### src/rtl/fence_unit_pkg.sv
// Shared fence types: instruction kinds, sequencer states and fence field encodings.
package fence_unit_pkg;

    typedef enum logic [2:0] {
        fk_fence     = 3'd0,
        fk_fence_i   = 3'd1,
        fk_invalid   = 3'd2,
        fk_fence_tso = 3'd3,
        fk_nop       = 3'd4
    } fence_kind_t;

    typedef enum logic [1:0] {
        FS_IDLE    = 2'd0,
        FS_DRAIN   = 2'd1,
        FS_ICFLUSH = 2'd2,
        FS_DONE    = 2'd3
    } fence_state_t;

    localparam logic [2:0] F3_FENCE     = 3'b000;
    localparam logic [2:0] F3_FENCE_I   = 3'b001;
    localparam logic [3:0] FENCE_FM_TSO = 4'b1000;

    // Bit positions inside pred/succ: {I,O,R,W}
    localparam int PW = 0;
    localparam int PR = 1;
    localparam int PO = 2;
    localparam int PI = 3;

endpackage

### src/rtl/fence_unit_if.sv
// Execute-stage <-> fence sequencer bundle, including memory/store-buffer/I-cache status.
interface fence_unit_if #(
    parameter int NUM_PORTS = 2
);
    import fence_unit_pkg::*;

    logic                 req_valid;
    logic                 req_ready;
    logic [2:0]           funct3;
    logic [3:0]           fm;
    logic [3:0]           pred;
    logic [3:0]           succ;
    logic [NUM_PORTS-1:0] mem_pending;
    logic                 sb_empty;
    logic                 sb_drain;
    logic                 ic_flush_req;
    logic                 ic_flush_ack;
    logic                 pipe_flush;
    logic                 done_valid;
    fence_kind_t          done_kind;
    logic                 timeout_err;

    modport slave (
        input  req_valid, funct3, fm, pred, succ, mem_pending, sb_empty, ic_flush_ack,
        output req_ready, sb_drain, ic_flush_req, pipe_flush, done_valid, done_kind, timeout_err
    );

    modport master (
        output req_valid, funct3, fm, pred, succ, mem_pending, sb_empty, ic_flush_ack,
        input  req_ready, sb_drain, ic_flush_req, pipe_flush, done_valid, done_kind, timeout_err
    );

endinterface

### src/rtl/fence_unit_classify.sv
// Combinational fence decode: kind plus which resources the fence has to wait on.
module fence_classify
    import fence_unit_pkg::*;
(
    input  logic [2:0]  funct3,
    input  logic [3:0]  fm,
    input  logic [3:0]  pred,
    input  logic [3:0]  succ,
    output fence_kind_t kind,
    output logic        wait_mem,
    output logic        wait_io,
    output logic        wait_sb
);

    always_comb begin
        kind     = fk_invalid;
        wait_mem = 1'b0;
        wait_io  = 1'b0;
        wait_sb  = 1'b0;
        if (funct3 == F3_FENCE_I) begin
            kind     = fk_fence_i;
            wait_mem = 1'b1;
            wait_io  = 1'b1;
            wait_sb  = 1'b1;
        end else if (funct3 == F3_FENCE) begin
            if (fm == FENCE_FM_TSO && pred == 4'b0011 && succ == 4'b0011)
                kind = fk_fence_tso;
            else if (pred == 4'b0000 || succ == 4'b0000)
                kind = fk_nop;
            else
                kind = fk_fence;
            if (kind != fk_nop) begin
                wait_mem = pred[PR] | pred[PW];
                wait_io  = pred[PI] | pred[PO];
                // TSO leaves W->R unordered, so buffered stores may stay put
                wait_sb  = pred[PW] && (kind != fk_fence_tso);
            end
        end
    end

endmodule

### src/rtl/fence_unit.sv
// Fence sequencer: drains selected ports / store buffer, runs the FENCE.I I-cache flush.
module fence_unit
    import fence_unit_pkg::*;
#(
    parameter int                   NUM_PORTS    = 2,
    parameter logic [NUM_PORTS-1:0] IO_PORT_MASK = 2'b10,
    parameter int                   TIMEOUT      = 255
)(
    input  logic         clk,
    input  logic         rst,
    fence_unit_if.slave  fif
);

    localparam int TW = ($clog2(TIMEOUT + 1) > 8) ? $clog2(TIMEOUT + 1) : 8;

    localparam logic [1:0] S_IDLE    = FS_IDLE;
    localparam logic [1:0] S_DRAIN   = FS_DRAIN;
    localparam logic [1:0] S_ICFLUSH = FS_ICFLUSH;
    localparam logic [1:0] S_DONE    = FS_DONE;

    logic [1:0]           state;
    fence_kind_t          kind_q;
    logic [NUM_PORTS-1:0] mask_q;
    logic                 wsb_q;
    logic [TW-1:0]        timer;
    logic                 err_q;

    fence_kind_t          c_kind;
    logic                 c_wait_mem, c_wait_io, c_wait_sb;
    logic [NUM_PORTS-1:0] c_mask;
    logic                 drained, tmo;
    logic [TW-1:0]        timer_inc;

    fence_classify u_classify (
        .funct3   (fif.funct3),
        .fm       (fif.fm),
        .pred     (fif.pred),
        .succ     (fif.succ),
        .kind     (c_kind),
        .wait_mem (c_wait_mem),
        .wait_io  (c_wait_io),
        .wait_sb  (c_wait_sb)
    );

    assign c_mask    = (c_wait_mem ? ~IO_PORT_MASK : '0) | (c_wait_io ? IO_PORT_MASK : '0);
    assign drained   = ((fif.mem_pending & mask_q) == '0) && (fif.sb_empty || !wsb_q);
    // Fires on the TIMEOUT-th cycle spent in the current wait state
    assign tmo       = (timer >= TW'(TIMEOUT - 1));
    assign timer_inc = (timer == '1) ? timer : timer + 1'b1;

    always_ff @(posedge clk or negedge rst) begin
        if (!rst) begin
            state  <= S_IDLE;
            kind_q <= fk_fence;
            mask_q <= '0;
            wsb_q  <= 1'b0;
            timer  <= '0;
            err_q  <= 1'b0;
        end else begin
            case (state)
                S_IDLE: if (fif.req_valid) begin
                    kind_q <= c_kind;
                    mask_q <= c_mask;
                    wsb_q  <= c_wait_sb;
                    timer  <= '0;
                    state  <= (c_kind == fk_nop || c_kind == fk_invalid) ? S_DONE : S_DRAIN;
                end
                S_DRAIN: begin
                    // A drain that completes on the timeout cycle is a normal exit
                    if (drained) begin
                        timer <= '0;
                        state <= (kind_q == fk_fence_i) ? S_ICFLUSH : S_DONE;
                    end else if (tmo) begin
                        err_q <= 1'b1;
                        state <= S_DONE;
                    end else begin
                        timer <= timer_inc;
                    end
                end
                S_ICFLUSH: begin
                    if (fif.ic_flush_ack) begin
                        state <= S_DONE;
                    end else if (tmo) begin
                        err_q <= 1'b1;
                        state <= S_DONE;
                    end else begin
                        timer <= timer_inc;
                    end
                end
                S_DONE:  state <= S_IDLE;
                default: state <= S_IDLE;
            endcase
        end
    end

    assign fif.req_ready    = (state == S_IDLE);
    assign fif.sb_drain     = (state == S_DRAIN) && wsb_q && !fif.sb_empty;
    assign fif.ic_flush_req = (state == S_ICFLUSH);
    assign fif.done_valid   = (state == S_DONE);
    assign fif.done_kind    = (state == S_DONE) ? kind_q : fk_fence;
    assign fif.pipe_flush   = (state == S_DONE) && (kind_q == fk_fence_i);
    assign fif.timeout_err  = err_q;

endmodule

### src/flat_wrapper.sv
// flat-port wrapper written by rule: the top's interface ports become plain ports
module fence_unit_flat import fence_unit_pkg::*;
#(
    parameter int                   NUM_PORTS    = 2,
    parameter logic [NUM_PORTS-1:0] IO_PORT_MASK = 2'b10,
    parameter int                   TIMEOUT      = 255
)
  (clk, rst, fif_req_valid, fif_funct3, fif_fm, fif_pred, fif_succ, fif_mem_pending, fif_sb_empty, fif_ic_flush_ack, fif_req_ready, fif_sb_drain, fif_ic_flush_req, fif_pipe_flush, fif_done_valid, fif_done_kind, fif_timeout_err);
  fence_unit_if #(.NUM_PORTS(NUM_PORTS)) fif_i ();
  input  logic clk;
  input  logic rst;
  input wire logic [$bits(fif_i.req_valid)-1:0] fif_req_valid;
  input wire logic [$bits(fif_i.funct3)-1:0] fif_funct3;
  input wire logic [$bits(fif_i.fm)-1:0] fif_fm;
  input wire logic [$bits(fif_i.pred)-1:0] fif_pred;
  input wire logic [$bits(fif_i.succ)-1:0] fif_succ;
  input wire logic [$bits(fif_i.mem_pending)-1:0] fif_mem_pending;
  input wire logic [$bits(fif_i.sb_empty)-1:0] fif_sb_empty;
  input wire logic [$bits(fif_i.ic_flush_ack)-1:0] fif_ic_flush_ack;
  output wire logic [$bits(fif_i.req_ready)-1:0] fif_req_ready;
  output wire logic [$bits(fif_i.sb_drain)-1:0] fif_sb_drain;
  output wire logic [$bits(fif_i.ic_flush_req)-1:0] fif_ic_flush_req;
  output wire logic [$bits(fif_i.pipe_flush)-1:0] fif_pipe_flush;
  output wire logic [$bits(fif_i.done_valid)-1:0] fif_done_valid;
  output wire logic [$bits(fif_i.done_kind)-1:0] fif_done_kind;
  output wire logic [$bits(fif_i.timeout_err)-1:0] fif_timeout_err;
  assign fif_i.req_valid = fif_req_valid;
  assign fif_i.funct3 = fif_funct3;
  assign fif_i.fm = fif_fm;
  assign fif_i.pred = fif_pred;
  assign fif_i.succ = fif_succ;
  assign fif_i.mem_pending = fif_mem_pending;
  assign fif_i.sb_empty = fif_sb_empty;
  assign fif_i.ic_flush_ack = fif_ic_flush_ack;
  assign fif_req_ready = fif_i.req_ready;
  assign fif_sb_drain = fif_i.sb_drain;
  assign fif_ic_flush_req = fif_i.ic_flush_req;
  assign fif_pipe_flush = fif_i.pipe_flush;
  assign fif_done_valid = fif_i.done_valid;
  assign fif_done_kind = fif_i.done_kind;
  assign fif_timeout_err = fif_i.timeout_err;
  fence_unit #(.NUM_PORTS(NUM_PORTS), .IO_PORT_MASK(IO_PORT_MASK), .TIMEOUT(TIMEOUT)) u_core (.clk(clk), .rst(rst), .fif(fif_i));
endmodule
### config.mk
export PLATFORM = sky130hd
export DESIGN_NAME = fence_unit_flat
export DESIGN_NICKNAME = d
export VERILOG_FILES = /design/src/rtl/fence_unit_pkg.sv /design/src/rtl/fence_unit_if.sv /design/src/rtl/fence_unit_classify.sv /design/src/rtl/fence_unit.sv /design/src/flat_wrapper.sv
export SDC_FILE = /design/constraint.sdc
export NUM_CORES = 1
export LEC_CHECK = 0
export BUFFER_PORTS_ARGS = -buffer_cell sky130_fd_sc_hd__buf_4
export CAP_MARGIN = 10
export CORE_MARGIN = 2
export CORE_UTILIZATION = 40
export CTS_CLUSTER_SIZE = 30
export DETAILED_ROUTE_END_ITERATION = 10
export MAX_ROUTING_LAYER = met4
export PLACE_DENSITY_LB_ADDON = 0.1
export SETUP_SLACK_MARGIN = 0.4
export SYNTH_ARGS = -nofsm -noshare
export SYNTH_HDL_FRONTEND = slang
export SYNTH_SLANG_ARGS = --single-unit
export TNS_END_PERCENT = 50
### constraint.sdc
create_clock -name clk -period 3.63 [get_ports clk]
set_input_delay 0 -clock clk [delete_from_list [all_inputs] [get_ports clk]]
set_output_delay 0 -clock clk [all_outputs]
set_load 0.1 [all_outputs]
==> results.cfg, run 1 <==
[power]
ir_drop_uv = 568
p_leak_nw = 0.661
power.density_nw_per_um2 = 677

[grt]
grt_overflow = 0
track_usage = 0.183
grt_max_degree = 18
first_global_vias = 1044
antenna_found_initial = 0
grt_first_pass_wirelength_um = 4620

[worst_setup_path]
worst-path-max-fanout = 11
cpMaxStageDelayCell = nor3_1
path_cells = inv_1 > ha_1 > nor2b_1 > nor3_1 > a31oi_1 > a311oi_1
critical_path_required_ps = 3840
worst-endpoint-arrival_ps = 2610
endpoint = u_core.timer[6]
startpoint = u_core.state[0]
reg2reg_from = u_core.state[0]
worstRegToRegCells = 6
r2r_slack_ps = 1230
r2r-end = u_core.timer[6]
endpoint_kind = register
cp-start-kind = register
critPathMaxStageDelay_ps = 880
path_class = register to register

[synth]
ys.flop_type = dfrtp_1
synth_edf_count = 0
synth_cells = 122
syn_area_um2 = 1110
yosysSeqAreaShare = 0.382
synthTopCellsByArea = dfrtp_1, ha_1, and2_1
synth_nets = 150
yosys_register_bits = 17
synth.avg_cell_area_um2 = 9.12
yosys.area.top_type_share = 0.382
synth.distinct_cells = 40
synth_warnings = 0
async_reset_ff_frac = 1.00
synth_top_cell_by_area = dfrtp_1

[die]
coreArea_um2 = 2690
start_util = 0.414
ioPinCount = 31
die_y_um = 56.7
die_w_um = 56.7
rows = 19
die-area_um2 = 3220

[placed_design]
place_area_um2 = 1380
dpl.hpwl_um = 2070
place.port_buffers = 30
dp_cells = 182
place_congestion = 0.856
pre_cts_ws_ps = 1280

[timing]
period_share = 0.661
max_freq_ghz = 0.416
finalHoldViolations = 1
tightest_slew_ps = 1100
maxSlewViolCount = 0
rsz0062_at_grt = false
skew_ps = 15.8
slew_headroom = 0.258
hold_slack_ps = -1.29
worst_slack_ps = 1230
setup_viol = 0
final.min_clock_period_ps = 2400
fin_tns_setup_ps = 0

[worst_hold_path]
min_from = fif_funct3[0]
holdCritPathClass = input port to register

[drt]
avgRoutedWirePerCell_um = 14.3
via_per_inst = 5.80
ant_nets = 0
drc = 0
routed_wl_um = 2670
drt_pass1_iterations = 4
vias = 1085
drt_iter0_markers = 31

[status]
status = complete, but fails checks
violations = negative hold slack

[layout]
syn_to_final_growth_pct = 27.2
seqCellArea_um2 = 425
final_common_cell = buf_4
n_antenna_cell = 0
final_cell_mix = buf_4, dfrtp_1, nand2_1
fin_nets = 185
final_cell_count_no_fill = 187
final_cell_area_um2 = 1420
multi_input_area_um2 = 662
nFillCells = 252
drive_gt1_frac = 0.276

[clocking]
cts_tree = yes
clock_sinks = 17
ctsHtreeMaxLevel = 1
cts_buffer_depth = 2
cts_root_buf = clkbuf_4
clock_latency_ps = 300
cts_buffers = 3
cts.clk_slew.worst_paths_ps = 120

[flow_run]
cap_violations = 0
==> sequential cells by signal, indices dropped and copies added (netlist names) <==
| register | flops |
|---|---|
| u_core.mask_q | 2 |
| u_core.kind_q | 3 |
| u_core.state | 2 |
| u_core.timer | 8 |
| u_core.wsb_q | 1 |
| u_core.fif.timeout_err | 1 |
==> synth_stat cells, drive strengths merged, types with 3 or more instances <==
master   n
a21oi    6
a31oi    4
a41oi    3
and2     6
and3     3
dfrtp   17
ha       6
inv      7
nand2   10
nand3    3
nand4    3
nor2     9
nor2b    3
o21ai    7
o22ai    3
or2      3
or3      4
==> layout make-up <==
class	instances	area share
Clock buffer	3	0.0159
Tap cell	31	0.0274
Sequential cell	17	0.301
Multi-Input combinational cell	97	0.468
Inverter	7	0.0186
Timing Repair Buffer	31	0.166
Clock inverter	1	0.00354
==> stage by stage <==
| stage | power (mW) | utilization |
|---|---|---|
| 2_1_floorplan | 0.724 | - |
| 3_3_place_gp | 0.848 | 0.513 |
| 3_5_place_dp | 0.850 | 0.513 |
| 4_1_cts | 0.959 | 0.527 |
| 5_1_grt | 1.02 | 0.527 |
| 6_report | 0.958 | 0.527 |
==> critical path, delay by kind of cell, from the launching register on <==
kind | cells | cell delay (ps)
fa+ha+maj | 1 | 300
simple gates | 2 | 1070
flops | 1 | 410
compound gates | 2 | 460
buf+inv | 1 | 100
==> worst min-delay path by stage <==
stage	slack, ps	depth (start not counted)	to
finish	-1	3	u_core.mask_q[0]
floorplan	-300	0	u_core.fif.timeout_err
global placement	-120	1	u_core.state[0]
global route	10	3	u_core.fif.timeout_err
CTS	6	3	u_core.mask_q[0]
detailed placement	-120	1	u_core.fif.timeout_err
==> power breakdown <==
part / internal [mW] / switching, mW / total (mW)
logic: 0.170 / 0.412 / 0.581
clock network: 0.0410 / 0.0654 / 0.106
registers: 0.229 / 0.0412 / 0.270
==> per-layer routing <==
layer	vias to the layer above	part of all wire	track usage
met5	-	0	-
met4	0	0.0071	0.0498
met1	512	0.46	0.247
met2	40	0.48	0.292
met3	2	0.053	0.0230
li1	531	-	-
==> cells by family after synthesis <==
logic type               Yosys count  share of synthesized area
multiplexers                       1                    0.00900
adder cells (fa/ha/maj)            6                     0.0675
AND/OR/NAND/NOR                   56                      0.303
flip-flops                        17                      0.382
buffers and inverters              8                     0.0281
AO/OA/AOI/OAI                     34                      0.210
==> what timing repair did <==
item	4_1_cts	5_1_grt
hold buffers	1	0
endpoints found under the hold margin	17	0
buffers inserted	0	0
gates resized for setup	0	0
(Power assumes the default switching activity.)
==> inputs of run 2 (changes only) <==
- ABC_AREA: not set -> 1
- clock period: 3.63 -> 2.5 ns (I/O delays scaled with it)
==> run 2 against run 1 <==
Against the previous run: the flow now finishes without violations; final area is 15% higher; register-to-register slack lost 360 ps; clock power rose by 43%.
==> results.cfg, run 2 <==
[drt]
vias = 1264
avgRoutedWirePerCell_um = 9.50
routed_wl_um = 2710
met3_length_um = 93
drt_iter0_markers = 66
dr.max_layer_used = met4
via_per_inst = 4.44
wl_met1_um = 1310
drt_pass1_iterations = 4
drc = 0
ant_nets = 0
met2WireLength_um = 1260

[clocking]
cts.clk_slew.worst_paths_ps = 110
cts_tree = yes
cts_buffer_depth = 2
clock_sinks = 17
cts_buffers = 3
clock_latency_ps = 310
cts_root_buf = clkbuf_4
cts_setup_buffers = 0
ctsHtreeMaxLevel = 1

[timing]
max_freq_ghz = 0.612
tightest_slew_ps = 441
final.min_clock_period_ps = 1630
fin_tns_setup_ps = 0
maxSlewViolCount = 0
setup_viol = 0
skew_ps = 18.3
period_share = 0.653
hold_slack_ps = 37.1
finalHoldViolations = 0
slew_headroom = 0.703
rsz0062_at_grt = false

[die]
die-area_um2 = 3650
die_y_um = 60.4
start_util = 0.417
rows = 20
ioPinCount = 31
coreArea_um2 = 3050
die_w_um = 60.4

[layout]
fin_nets = 270
final_cell_mix = nand2_1, inv_1, buf_4
n_antenna_cell = 0
final_cell_area_um2 = 1620
drive_gt1_frac = 0.187
syn_to_final_growth_pct = 27.3
final_common_cell = nand2_1
largest_reg_flops = 8
nFillCells = 320
top_regs = u_core.timer x8, u_core.kind_q x3
final_cell_count_no_fill = 285
regMostFlops = u_core.timer

[synth]
yosysSeqAreaShare = 0.334
synthSimpleGateAreaFrac = 0.411
synth.distinct_cells = 18
synth_top_cell_by_area = dfrtp_1
yosys.area.top_type_share = 0.334
synth_cells = 204
synth.most_common_cell = nand2_1
yosys_register_bits = 17
syn_area_um2 = 1270
synth.avg_cell_area_um2 = 6.24
synth_top_family_by_area = simple AND/OR/NAND/NOR gates
synth_warnings = 0
async_reset_ff_frac = 1.00
ys.flop_type = dfrtp_1
synth_edf_count = 0
synthTopCellsByArea = dfrtp_1, nand2_1, inv_1
synth_fa_ha_area_frac = 0.0589
synthTopCellsByCount = nand2_1, inv_1, nor2_1, dfrtp_1, nand3_1
synth_compound_area_frac = 0.0776
synth-xor-area-share = 0.00688
synth_nets = 232
muxShareOfSynthArea = 0

[worst_hold_path]
holdPathStages = 5
holdCritPathClass = input port to register

[grt]
grt_max_degree = 18
first_global_vias = 1158
grt_first_pass_wirelength_um = 4800
track_usage = 0.183
grt_overflow = 0
antenna_found_initial = 0

[worst_setup_path]
worst-endpoint-arrival_ps = 1840
cp-start-kind = register
worst-path-max-fanout = 7
worstRegToRegCells = 7
critical_path_required_ps = 2700
path_class = register to register
endpoint_kind = register

[placed_design]
dpl.hpwl_um = 2250
place_area_um2 = 1560
dp_cells = 278
place_congestion = 0.835
place.port_buffers = 30

[status]
status = finished, final reports clean

[power]
p_leak_nw = 0.906
power.density_nw_per_um2 = 918
ir_drop_uv = 467
design_power_total_mw = 1.49

[flow_run]
cap_violations = 0
==> run 2: cell count changes in the layout (fill, tap and decap cells not counted), moves of 4 or more <==
cell / before / now
nand3_1: 3 / 17
a31oi_1: 4 / 0
nor2_1: 9 / 27
and2_1: 6 / 0
inv_1: 7 / 37
nand2_1: 10 / 66
or3_1: 4 / 0
o21ai_0: 2 / 6
==> run 2: repair_timing <==
action / 4_1_cts / 5_1_grt
hold endpoints to repair: 19 / 0
hold buffers: 3 / 0
resized for setup: 0 / 0
==> run 2: worst paths after layout <==
check | from | end | slack (ps)
worst max-delay path | u_core.state[0] | u_core.timer[0] | 870
worst min-delay path | fif_pred[0] | u_core.wsb_q | 40
worst max register to register | u_core.state[0] | u_core.timer[0] | 870
worst min register to register | u_core.fif.timeout_err | u_core.fif.timeout_err | 490
max in group asynchronous | rst | u_core.timer[5] | 2210
min in group asynchronous | rst | u_core.timer[6] | 80
==> run 2: kinds of logic after synthesis <==
kind of cell / count (synthesis)
DFF: 17
AOI/OAI and AO/OA: 19
buffers and inverters: 38
and+or+nand+nor: 123
xor gates and xnor gates: 1
adders and majority gates: 6
==> run 2: area by class of cell <==
type                            instances  area, µm²  share of cell area
Inverter                               38        143              0.0880
Tap cell                               44       55.1              0.0340
Multi-Input combinational cell        149        716               0.441
Clock buffer                            3       22.5              0.0139
Timing Repair Buffer                   33        255               0.157
Sequential cell                        17        425               0.262
Clock inverter                          1       5.00             0.00309
==> run 2: layer usage <==
metal	vias up	global-route usage
met1	539	0.224
met3	5	0.0320
met5	-	-
met4	0	0.0745
li1	696	-
met2	24	0.300
==> run 2: power breakdown <==
part / total [mW] / internal, mW / leakage [nW] / switching [mW]
logic: 0.924 / 0.266 / 0.671 / 0.658
registers: 0.414 / 0.350 / 0.217 / 0.0633
clock network: 0.152 / 0.0598 / 0.0177 / 0.0923
==> run 2: stage by stage <==
stage	worst slack, ps	utilization
2_1_floorplan	439	-
3_3_place_gp	928	0.512
3_5_place_dp	877	0.512
4_1_cts	857	0.531
5_1_grt	690	0.531
6_report	866	0.531
==> run 2: critical path, cell delays in order, from the launching register on <==
cell     delay (ps)
dfrtp_1         440
ha_1            280
inv_1           130
nand2_1         100
nor2_4          150
inv_1           130
a21oi_1         210
nor2_1           80
==> inputs of run 3 (changes only) <==
- clock period: 2.5 -> 1.4 ns (I/O delays scaled with it)
==> run 3 against run 2 <==
Against the previous run: the run now ends with negative hold slack, negative setup slack left; first-iteration DRC count down 23%; setup slack worse by 920 ps; total power up 150%; global-route usage up 1.2 points; final cell count up 4.6%; worst hold slack worse by 43 ps; sequential share of layout area down 5.0 points; sequential power up 90%; critical path depth down 1; via count up 7.0%; largest power group unchanged; highest routed layer unchanged.
==> results.cfg, run 3 (synthesized netlist as in run 2, its figures left out) <==
[drt]
via_per_inst = 4.54
avgRoutedWirePerCell_um = 10.8
routed_wl_um = 3230
drt_iter0_markers = 51
ant_nets = 0
vias = 1352
drc = 0
drt_pass1_iterations = 4

[worst_setup_path]
crit_path_frequent_cell = buf_12
cpMaxStageDelayCell = dfrtp_2
critical_path_required_ps = 1400
worst-path-max-fanout = 5
path_cells = ha_4 > buf_12 > buf_6 > nand2_4 > inv_2 > buf_12
path_class = register to output pin
cp-start-kind = register
endpoint_kind = output pin
worst-endpoint-arrival_ps = 1450
critPathMaxStageDelay_ps = 480

[grt]
grt_overflow = 0
track_usage = 0.196
antenna_found_initial = 0
grt_first_pass_wirelength_um = 5200
grt_max_degree = 18
first_global_vias = 1294

[clocking]
clock_latency_ps = 290
cts_buffer_depth = 2
clock_sinks = 17
cts_tree = yes
cts_root_buf = clkbuf_4
cts.clk_slew.worst_paths_ps = 100
ctsHtreeMaxLevel = 1
cts_buffers = 3

[layout]
largest_reg_flops = 8
top_regs = u_core.timer x8, u_core.kind_q x3
multi_input_area_um2 = 902
final_common_cell = nand2_1
drive_gt1_frac = 0.382
nFillCells = 294
seqCellArea_um2 = 428
fin_nets = 283
n_antenna_cell = 0
regMostFlops = u_core.timer
syn_to_final_growth_pct = 58.1
final_util = 0.659
final_cell_mix = nand2_1, buf_4, inv_1

[timing]
skew_ps = 7.46
maxSlewViolCount = 0
period_share = 1.03
max_freq_ghz = 0.690
worst_slack_ps = -48.8
finalHoldViolations = 1
slew_headroom = 0.707
rsz0062_at_grt = true
hold_slack_ps = -5.72
tightest_slew_ps = 434
setup_viol = 6
final.min_clock_period_ps = 1450

[placed_design]
dpl.hpwl_um = 2430
pre_cts_ws_ps = -12.7
place_congestion = 0.840
place.port_buffers = 30

[die]
rows = 20
ioPinCount = 31
die-area_um2 = 3650
die_w_um = 60.4
coreArea_um2 = 3050
die_y_um = 60.4
start_util = 0.417

[power]
swShare = 0.511
sequentialPowerShare = 0.214
internal_power_mw = 1.80
ir_drop_uv = 1190
power.density_nw_per_um2 = 1830
p_leak_nw = 1.03
power_frac_clock = 0.072
p_switching_mw = 1.89
comb_power_share = 0.715

[status]
violations = negative hold slack, negative setup slack
status = complete, but fails checks

[worst_hold_path]
holdCritPathClass = input port to register

[flow_run]
cap_violations = 0
## run 3: per-stage QoR
| stage | TNS, ps | power, mW | hold slack [ps] | area (µm²) | instances |
|---|---|---|---|---|---|
| final | -118 | 3.69 | -5.72 | 2010 | 298 |
| after floorplan | -700 | 2.31 | -296 | 1370 | 204 |
| after detailed placement | -21.0 | 2.79 | -120 | 1720 | 287 |
| after CTS | -14.2 | 3.33 | -24.1 | 1870 | 294 |
| after global routing | -722 | 3.94 | 6.75 | 2010 | 298 |
| after global placement | 0 | 2.77 | -121 | 1720 | 287 |
## run 3: path summary, 6_finish.rpt
| path | startpoint | endpoint | slack [ps] | depth (start not counted) |
|---|---|---|---|---|
| max in group asynchronous | rst | u_core.state[1] | 1100 | 2 |
| min reg2reg | u_core.fif.timeout_err | u_core.fif.timeout_err | 500 | 1 |
| min | fif_ic_flush_ack | u_core.fif.timeout_err | -6 | 4 |
| min in group asynchronous | rst | u_core.fif.timeout_err | 100 | 2 |
| max | u_core.state[0] | fif_done_kind[0] | -50 | 6 |
| max reg2reg | u_core.state[0] | u_core.timer[0] | -20 | 8 |
## run 3: critical path: cells and delay by family (launching register included)
kind	cells	cell delay [ps]
fa+ha+maj	1	200
simple gates	1	40
buf+inv	4	430
flops	1	480
## run 3: power groups by stage
stage	Sequential, mW	Combinational (mW)	Clock, mW
after floorplan	0.751	1.56	0
after CTS	0.768	2.28	0.279
after detailed placement	0.763	2.02	0
final	0.788	2.64	0.265
after global placement	0.757	2.01	0
after global routing	0.806	2.84	0.290
## run 3: final cells by class
| class | instances | share of cell area |
|---|---|---|
| sequential | 17 | 0.213 |
| inverter | 38 | 0.0771 |
| tap | 44 | 0.0273 |
| timing repair buffer | 46 | 0.222 |
| multi-input combinational | 149 | 0.448 |
| clock buffer | 4 | 0.0131 |
## run 3: layer usage
layer,global-route usage,up-vias,wire (µm)
met3,0.0213,5,57
met2,0.349,15,1740
met4,0.0714,0,40
li1,-,721,-
met5,-,-,0
met1,0.226,611,1390
## run 3: repair_timing
action | CTS | global route
resized for setup | 28 | 30
endpoints found under the hold margin | 18 | 0
buffers inserted | 2 | 4
hold buffers | 1 | 0
endpoints found under the setup margin | 25 | 25
pin swaps | 6 | 7
